[src/rtl/ahb_apb_bridge.sv]
// AHB-Lite slave to APB4 master bridge: one AHB transfer becomes one APB setup/access
// sequence, with wait-state stretching, slave-error mapping and an access watchdog.
module ahb_apb_bridge #(
  parameter int unsigned HADDR_SIZE = 32,
  parameter int unsigned PADDR_SIZE = 4,
  parameter int unsigned TIMEOUT    = 16
) (
  input  logic                  CLK,
  input  logic                  HRESETn,
  input  logic                  HSEL,
  input  logic [HADDR_SIZE-1:0] HADDR,
  input  logic [1:0]            HTRANS,
  input  logic                  HWRITE,
  input  logic [2:0]            HSIZE,
  input  logic [31:0]           HWDATA,
  input  logic                  HREADY,
  output logic                  HREADYOUT,
  output logic                  HRESP,
  output logic [31:0]           HRDATA,
  output logic                  PSEL,
  output logic                  PENABLE,
  output logic                  PWRITE,
  output logic [PADDR_SIZE-1:0] PADDR,
  output logic [31:0]           PWDATA,
  output logic [3:0]            PSTRB,
  input  logic                  PREADY,
  input  logic                  PSLVERR,
  input  logic [31:0]           PRDATA
);

  localparam int unsigned CntW = (TIMEOUT > 1) ? $clog2(TIMEOUT) + 1 : 1;

  typedef enum logic [2:0] {
    StIdle,
    StLoad,
    StSetup,
    StAccess,
    StDone,
    StErr1,
    StErr2
  } state_e;

  state_e                state_q, state_d;
  logic [CntW-1:0]       cnt_q, cnt_d;
  logic [PADDR_SIZE-1:0] paddr_q;
  logic [1:0]            lsb_q;
  logic [1:0]            hsize_q;
  logic                  pwrite_q;
  logic [31:0]           pwdata_q;
  logic [3:0]            pstrb_q;
  logic [31:0]           hrdata_q;
  logic                  hreadyout_q, hresp_q, psel_q, penable_q;

  logic                  valid, illegal, capture, rd_done, timeout_hit;
  logic [3:0]            strb_load;

  assign valid   = HSEL & HREADY & HTRANS[1];
  assign illegal = (HSIZE > 3'd2) ||
                   ((HSIZE == 3'd1) && HADDR[0]) ||
                   ((HSIZE == 3'd2) && (HADDR[1:0] != 2'b00));

  assign timeout_hit = (TIMEOUT != 0) && (cnt_q == CntW'(TIMEOUT - 1));
  assign rd_done     = (state_q == StAccess) && PREADY && !PSLVERR && !pwrite_q;

  always_comb begin
    strb_load = 4'b1111;
    case (hsize_q)
      2'd0:    strb_load = 4'b0001 << lsb_q;
      2'd1:    strb_load = lsb_q[1] ? 4'b1100 : 4'b0011;
      default: strb_load = 4'b1111;
    endcase
  end

  always_comb begin
    state_d = state_q;
    cnt_d   = cnt_q;
    capture = 1'b0;
    case (state_q)
      StIdle, StDone: begin
        state_d = StIdle;
        if (valid) begin
          capture = !illegal;
          state_d = illegal ? StErr1 : StLoad;
        end
      end
      StLoad: begin
        cnt_d   = '0;
        state_d = StSetup;
      end
      StSetup: state_d = StAccess;
      StAccess: begin
        cnt_d = cnt_q + CntW'(1);
        if (PREADY) begin
          state_d = PSLVERR ? StErr1 : StDone;
        end else if (timeout_hit) begin
          state_d = StErr1;
        end
      end
      StErr1:  state_d = StErr2;
      StErr2:  state_d = StIdle;
      default: state_d = StIdle;
    endcase
  end

  // Bus outputs are registered from the next state so they line up with state_q.
  always_ff @(posedge CLK) begin
    if (!HRESETn) begin
      state_q     <= StIdle;
      cnt_q       <= '0;
      paddr_q     <= '0;
      lsb_q       <= '0;
      hsize_q     <= '0;
      pwrite_q    <= 1'b0;
      pwdata_q    <= '0;
      pstrb_q     <= '0;
      hrdata_q    <= '0;
      hreadyout_q <= 1'b1;
      hresp_q     <= 1'b0;
      psel_q      <= 1'b0;
      penable_q   <= 1'b0;
    end else begin
      state_q     <= state_d;
      cnt_q       <= cnt_d;
      hreadyout_q <= (state_d == StIdle) || (state_d == StDone) || (state_d == StErr2);
      hresp_q     <= (state_d == StErr1) || (state_d == StErr2);
      psel_q      <= (state_d == StSetup) || (state_d == StAccess);
      penable_q   <= (state_d == StAccess);
      if (capture) begin
        paddr_q  <= HADDR[PADDR_SIZE+1:2];
        lsb_q    <= HADDR[1:0];
        hsize_q  <= HSIZE[1:0];
        pwrite_q <= HWRITE;
      end
      if (state_q == StLoad) begin
        pwdata_q <= pwrite_q ? HWDATA : 32'h0;
        pstrb_q  <= pwrite_q ? strb_load : 4'b0000;
      end
      if (rd_done) begin
        hrdata_q <= PRDATA;
      end
    end
  end

  assign HREADYOUT = hreadyout_q;
  assign HRESP     = hresp_q;
  assign HRDATA    = hrdata_q;
  assign PSEL      = psel_q;
  assign PENABLE   = penable_q;
  assign PWRITE    = pwrite_q;
  assign PADDR     = paddr_q;
  assign PWDATA    = pwdata_q;
  assign PSTRB     = pstrb_q;

  logic unused_ok;
  assign unused_ok = ^{HADDR[HADDR_SIZE-1:PADDR_SIZE+2], HTRANS[0]};

endmodule

[config.mk]
export PLATFORM = sky130hd
export DESIGN_NAME = ahb_apb_bridge
export DESIGN_NICKNAME = d
export VERILOG_FILES = /design/src/rtl/ahb_apb_bridge.sv
export SDC_FILE = /design/constraint.sdc
export NUM_CORES = 1
export LEC_CHECK = 0
export CAP_MARGIN = 20
export CORE_MARGIN = 3
export CORE_UTILIZATION = 41
export CTS_BUF_LIST = sky130_fd_sc_hd__clkbuf_2
export CTS_CLUSTER_SIZE = 40
export DETAILED_ROUTE_END_ITERATION = 7
export HOLD_SLACK_MARGIN = 0.05
export PLACE_DENSITY = 0.83
export SETUP_SLACK_MARGIN = 0.05
export SYNTH_ARGS = -nofsm -noshare
export SYNTH_HDL_FRONTEND = slang
export SYNTH_SLANG_ARGS = --single-unit
[constraint.sdc]
create_clock -name CLK -period 2.07 [get_ports CLK]
set_input_delay 0.621 -clock CLK [delete_from_list [all_inputs] [get_ports CLK]]
set_output_delay 0.621 -clock CLK [all_outputs]
set_load 0.05 [all_outputs]
**Word-level counts from Yosys, hierarchy flattened**

Index checks and enable logic that the tools add are counted.

- Shifts and indexed selects: 1
- $lt $le $gt $ge: 1
- Add/subtract/negate cells: 1
- Bitwise operators: 2
- Reductions and logical operators: 20
- Eq/ne operators: 14
- Mux-type cells: 13

Operator list:

| operator | count |
|---|---|
| 2-to-1 mux 32 bit | 1 |
| == test 3 x 2 -> 1 bit (second input constant) | 5 |
| == test 3 bit (second input constant) | 5 |
| one-hot mux 3 bit (5 select lines) | 1 |
| 2-to-1 mux 3 bit | 4 |
| one-hot mux 5 bit (2 select lines) | 1 |
| 2-to-1 mux 4 bit | 2 |
| one-hot mux 4 bit (2 select lines) | 1 |
| == test 3 x 1 -> 1 bit (second input constant) | 2 |
| zero test 3 bit | 2 |
| logical OR 1 bit | 6 |
| adder 5 x 1 -> 5 bit (second input constant) | 1 |
| == test 5 x 4 -> 1 bit (second input constant) | 1 |
| logical AND 1 bit | 5 |
| nonzero test 2 bit | 2 |
| left shift 1 x 2 -> 4 bit (first input constant) | 1 |
| greater-than comparator 3 x 2 -> 1 bit (second input constant) | 1 |
| zero test 1 bit | 3 |
| 2-to-1 mux 1 bit | 3 |
| bitwise AND 1 bit | 2 |
| == test 2 x 1 -> 1 bit (second input constant) | 1 |
| zero test 2 bit | 1 |
| OR reduction 2 bit | 1 |

- Register bits after elaboration: 89
- Word-level logic and storage cells: 65
- Output and inout port bits: 77
- Input bits: 108

**Longest topological paths before layout**

- Depth in word-level cells: 10
- Gate-level depth with buffers: 7
- Gate-level depth less buffers: 7

**Worst setup path after synthesis**

No wires, ideal clock.

- Kind: input to register
- Start: in HADDR[1]
- End: reg paddr_q[0] (netlist: PADDR[0])
- Required time: 1949 ps
- Path buffers: 1
- Path slack: 171 ps
- Cell stages on the path: 4
- Setup time: 121 ps
- Data arrival time: 1777 ps
- Cell sequence: or4_4 -> a211oi_4 -> buf_6 -> o21ai_0

- Longest elaborated chain between the ends: 6

RTL lines:

| item | line | text |
|---|---|---|
| start: declaration | 11 | `input logic [HADDR_SIZE-1:0] HADDR,` |
| nonzero test 2 bit | 60 | `((HSIZE == 3'd2) && (HADDR[1:0] != 2'b00));` |
| logical AND 1 bit | 60 |  |
| logical OR 1 bit | 59 | `((HSIZE == 3'd1) && HADDR[0]) \|\|` |
| zero test 1 bit | 82 | `capture = !illegal;` |
| 2-to-1 mux 1 bit | 81 | `if (valid) begin` |
| 2-to-1 mux 1 bit | 78 | `case (state_q)` |
| end signal: assignment | 129 | `paddr_q <= HADDR[PADDR_SIZE+1:2];` |
| end: declaration | 45 | `logic [PADDR_SIZE-1:0] paddr_q;` |

Every way passes these cells.
A chain may end at the register's enable or synchronous reset.

**Worst setup path in the final report**

- Start: reg pwrite_q (netlist: PWRITE)
- End: out PWRITE

RTL lines:

| item | line | text |
|---|---|---|
| start: declaration | 48 | `logic pwrite_q;` |
| start signal: assignment | 113 | `pwrite_q <= 1'b0;` |
| start signal: assignment | 132 | `pwrite_q <= HWRITE;` |
| end: declaration | 22 | `output logic PWRITE,` |

No word-level cell between the ends.

==> flow_metrics.env <==
export IMPL_synth_top_area_share_pct=50.4
export IMPL_holdBufCountCts=0
export IMPL_htree_levels=3
export IMPL_startpoint_type="register"
export IMPL_cp_top_family="flip-flops"
export IMPL_die_h_um=98.9
export IMPL_netlist_area_sq_um=3540
export IMPL_power_total_mw=2.93
export IMPL_vdd_ir_drop_max_uv=285
export IMPL_syn_instance_count=416
export IMPL_finalNetCount=676
export IMPL_cp_required_ps=1450
export IMPL_core_area_sq_um=8300
export IMPL_cp_max_fo=12
export IMPL_routed_via_density=4.98
export IMPL_post_dp_hpwl_um=6970
export IMPL_drv_slew=0
export IMPL_finalClockSkew_ps=35.9
export IMPL_grt_pass1_vias=3193
export IMPL_initial_core_util_pct=42.6
export IMPL_seq_area_frac_synth_pct=50.4
export IMPL_cpPeakStageDelay_ps=590
export IMPL_drive_above_1_share_pct=19.8
export IMPL_clk_pin_slew_ps=250
export IMPL_max_slew_worst_pin_slew_ps=458
export IMPL_yosysWarnings=0
export IMPL_numCtsBuffers=9
export IMPL_postCtsSetupRepairBufs=0
export IMPL_grt_usage_pct=19.2
export IMPL_whs_ps=416
export IMPL_tns_ps=0
export IMPL_cts_tree="done"
export IMPL_ios=185
export IMPL_wl_per_cell_um=14.0
export IMPL_maxCapViolCount=0
export IMPL_io_buffers=157
export IMPL_cts_buffer_depth=2
export IMPL_die_x_um=98.9
export IMPL_max_freq_ghz=0.526
export IMPL_syn_nets=526
export IMPL_yosys_area_top_type="dfxtp_1"
export IMPL_synth_seq_cells=89
export IMPL_synth_cell_type_count=37
export IMPL_grt_max_degree=97
export IMPL_rsz0062_at_grt="no"
export IMPL_crit_type="register to output pin"
export IMPL_drt_total_wl_um=9450
export IMPL_yosysMostFrequentCell="nand2_1"
export IMPL_leakage_nw=1.98
export IMPL_place_area_sq_um=5080
export IMPL_clk_latency_ps=510
export IMPL_status="finished, final reports clean"
export IMPL_nFillCells=746
export IMPL_rows=33
export IMPL_ys_top_cells_by_count="nand2_1 (114), dfxtp_1 (89), a21boi_0 (61)"
export IMPL_ys_dominant_reg_cell="dfxtp_1"
export IMPL_cp_arrival_ps=1280
export IMPL_antenna_found_initial=0
export IMPL_critPathBufInv=1
export IMPL_maxSlewHeadroom_pct=69.4
export IMPL_crit_path_end_kind="output pin"
export IMPL_path_cells="buf_12"
export IMPL_n_antenna_cell=0
export IMPL_synthArstFlopShare_pct=0
export IMPL_first_pass_iters=4
export IMPL_synth_area_leaders="dfxtp_1 (50%), a21boi_0 (13%), nand2_1 (12%), nand3_1 (6.1%), clkbuf_1 (2.4%)"
export IMPL_period_share_pct=91.8
export IMPL_vias=3367
export IMPL_power_density_nw_per_um2=565
export IMPL_grt_pass1_wl_um=15400
export IMPL_syn_avg_cell_area_sq_um=8.50
export IMPL_finalHoldViolations=0
export IMPL_period_needed_ps=1900
export IMPL_min_path_type="input pin to register"
export IMPL_drc_errors=0
export IMPL_grt_overflow_total=0
export IMPL_dieArea_sq_um=9770
export IMPL_slowest_stage="dfxtp_2"
export IMPL_synth_edf_count=0
export IMPL_root_buffer="clkbuf_2"
export IMPL_final_area_sq_um=5190
export IMPL_syn2layout_area_growth_pct=46.9
export IMPL_clkSinkCount=89
export IMPL_drtAntennaViolNets=0
export IMPL_gp_congestion=0.771
export IMPL_finalSetupViolations=0
export IMPL_drt_iter0_drc=119
cells in the final DEF (no fill, tap or decap), types with 2 or more instances in the layout:
master	n
clkdlybuf4s50_1	79
clkbuf_2	9
a21boi_0	61
o21bai_1	3
nand3_1	43
o2bb2ai_1	2
buf_4	85
inv_1	3
a21boi_1	7
nand2_1	114
o21ai_0	15
clkinv_2	2
inv_6	2
nor2b_1	4
a21oi_1	3
dfxtp_1	88
nor2_1	7
and2_1	5
o21a_1	4
ha_1	2
buf_12	5
nand2b_1	5
tightest hold or removal path: stages:
cell and delay (ps):
buf_2 120, o21ai_0 100, nor2_1 60
area by class of cell:
| type | count | area, sq um | share of cell area (%) |
|---|---|---|---|
| sequential | 89 | 1780 | 34.3 |
| multi-input combinational | 293 | 1620 | 31.2 |
| timing repair buffer | 170 | 1530 | 29.5 |
| tap | 105 | 131 | 2.53 |
| clock inverter | 7 | 68.8 | 1.32 |
| clock buffer | 9 | 45.0 | 0.867 |
| inverter | 3 | 11.3 | 0.217 |
cells by family (layout without fill, tap and decap cells):
family	Yosys count	in the layout	share of synthesized area, %
muxes	1	1	0.283
buffers and inverters	34	189	4.07
and+or+nand+nor	190	190	24.2
AOI/OAI and AO/OA	100	100	20.4
DFF	89	89	50.4
adders and majority gates	2	2	0.708
path summary, 6_finish.rpt:
path / end / from / depth (start not counted) / slack, ps
max: PWRITE / PWRITE$_SDFFE_PN0P_ / 1 / 170
min: state_q[1]$_SDFF_PN0_ / HRESETn / 3 / 420
max reg2reg: HREADYOUT$_SDFF_PN1_ / cnt_q[0]$_SDFFE_PN0P_ / 7 / 240
min reg2reg: HRDATA[23]$_SDFFE_PN0P_ / HRDATA[23]$_SDFFE_PN0P_ / 2 / 470
layer usage:
metal,part of all wire (%),global-route usage (%)
met4,0.80,4.52
met5,0,0
met1,43,23.6
met3,9.6,7.29
met2,47,31.9
registers in the layout, indices dropped and copies added, names as in the netlist, 2 cells and up:
name	cells
PADDR	4
cnt_q	5
PWDATA	32
hsize_q	2
lsb_q	2
PSTRB	4
state_q	3
HRDATA	32
stage by stage:
step | util, % | instances | worst slack, ps
5_1_grt | 62.6 | 676 | 55.3
3_5_place_dp | 61.2 | 660 | -313
2_1_floorplan | - | 416 | 171
4_1_cts | 62.6 | 676 | 111
6_report | 62.6 | 676 | 170
3_3_place_gp | 61.2 | 660 | -223
timing repair:
action | in CTS | in global routing
setup endpoints to repair | 1 | 0
hold endpoints to repair | 0 | 0
gates resized for setup | 1 | 0
power by group:
part	internal, mW	switching [mW]	total [mW]
Clock	0.280	0.586	0.867
Combinational	0.192	0.130	0.323
Sequential	1.73	0.0144	1.74
Total	2.20	0.731	2.93
Power figures use the tool's default switching activity.
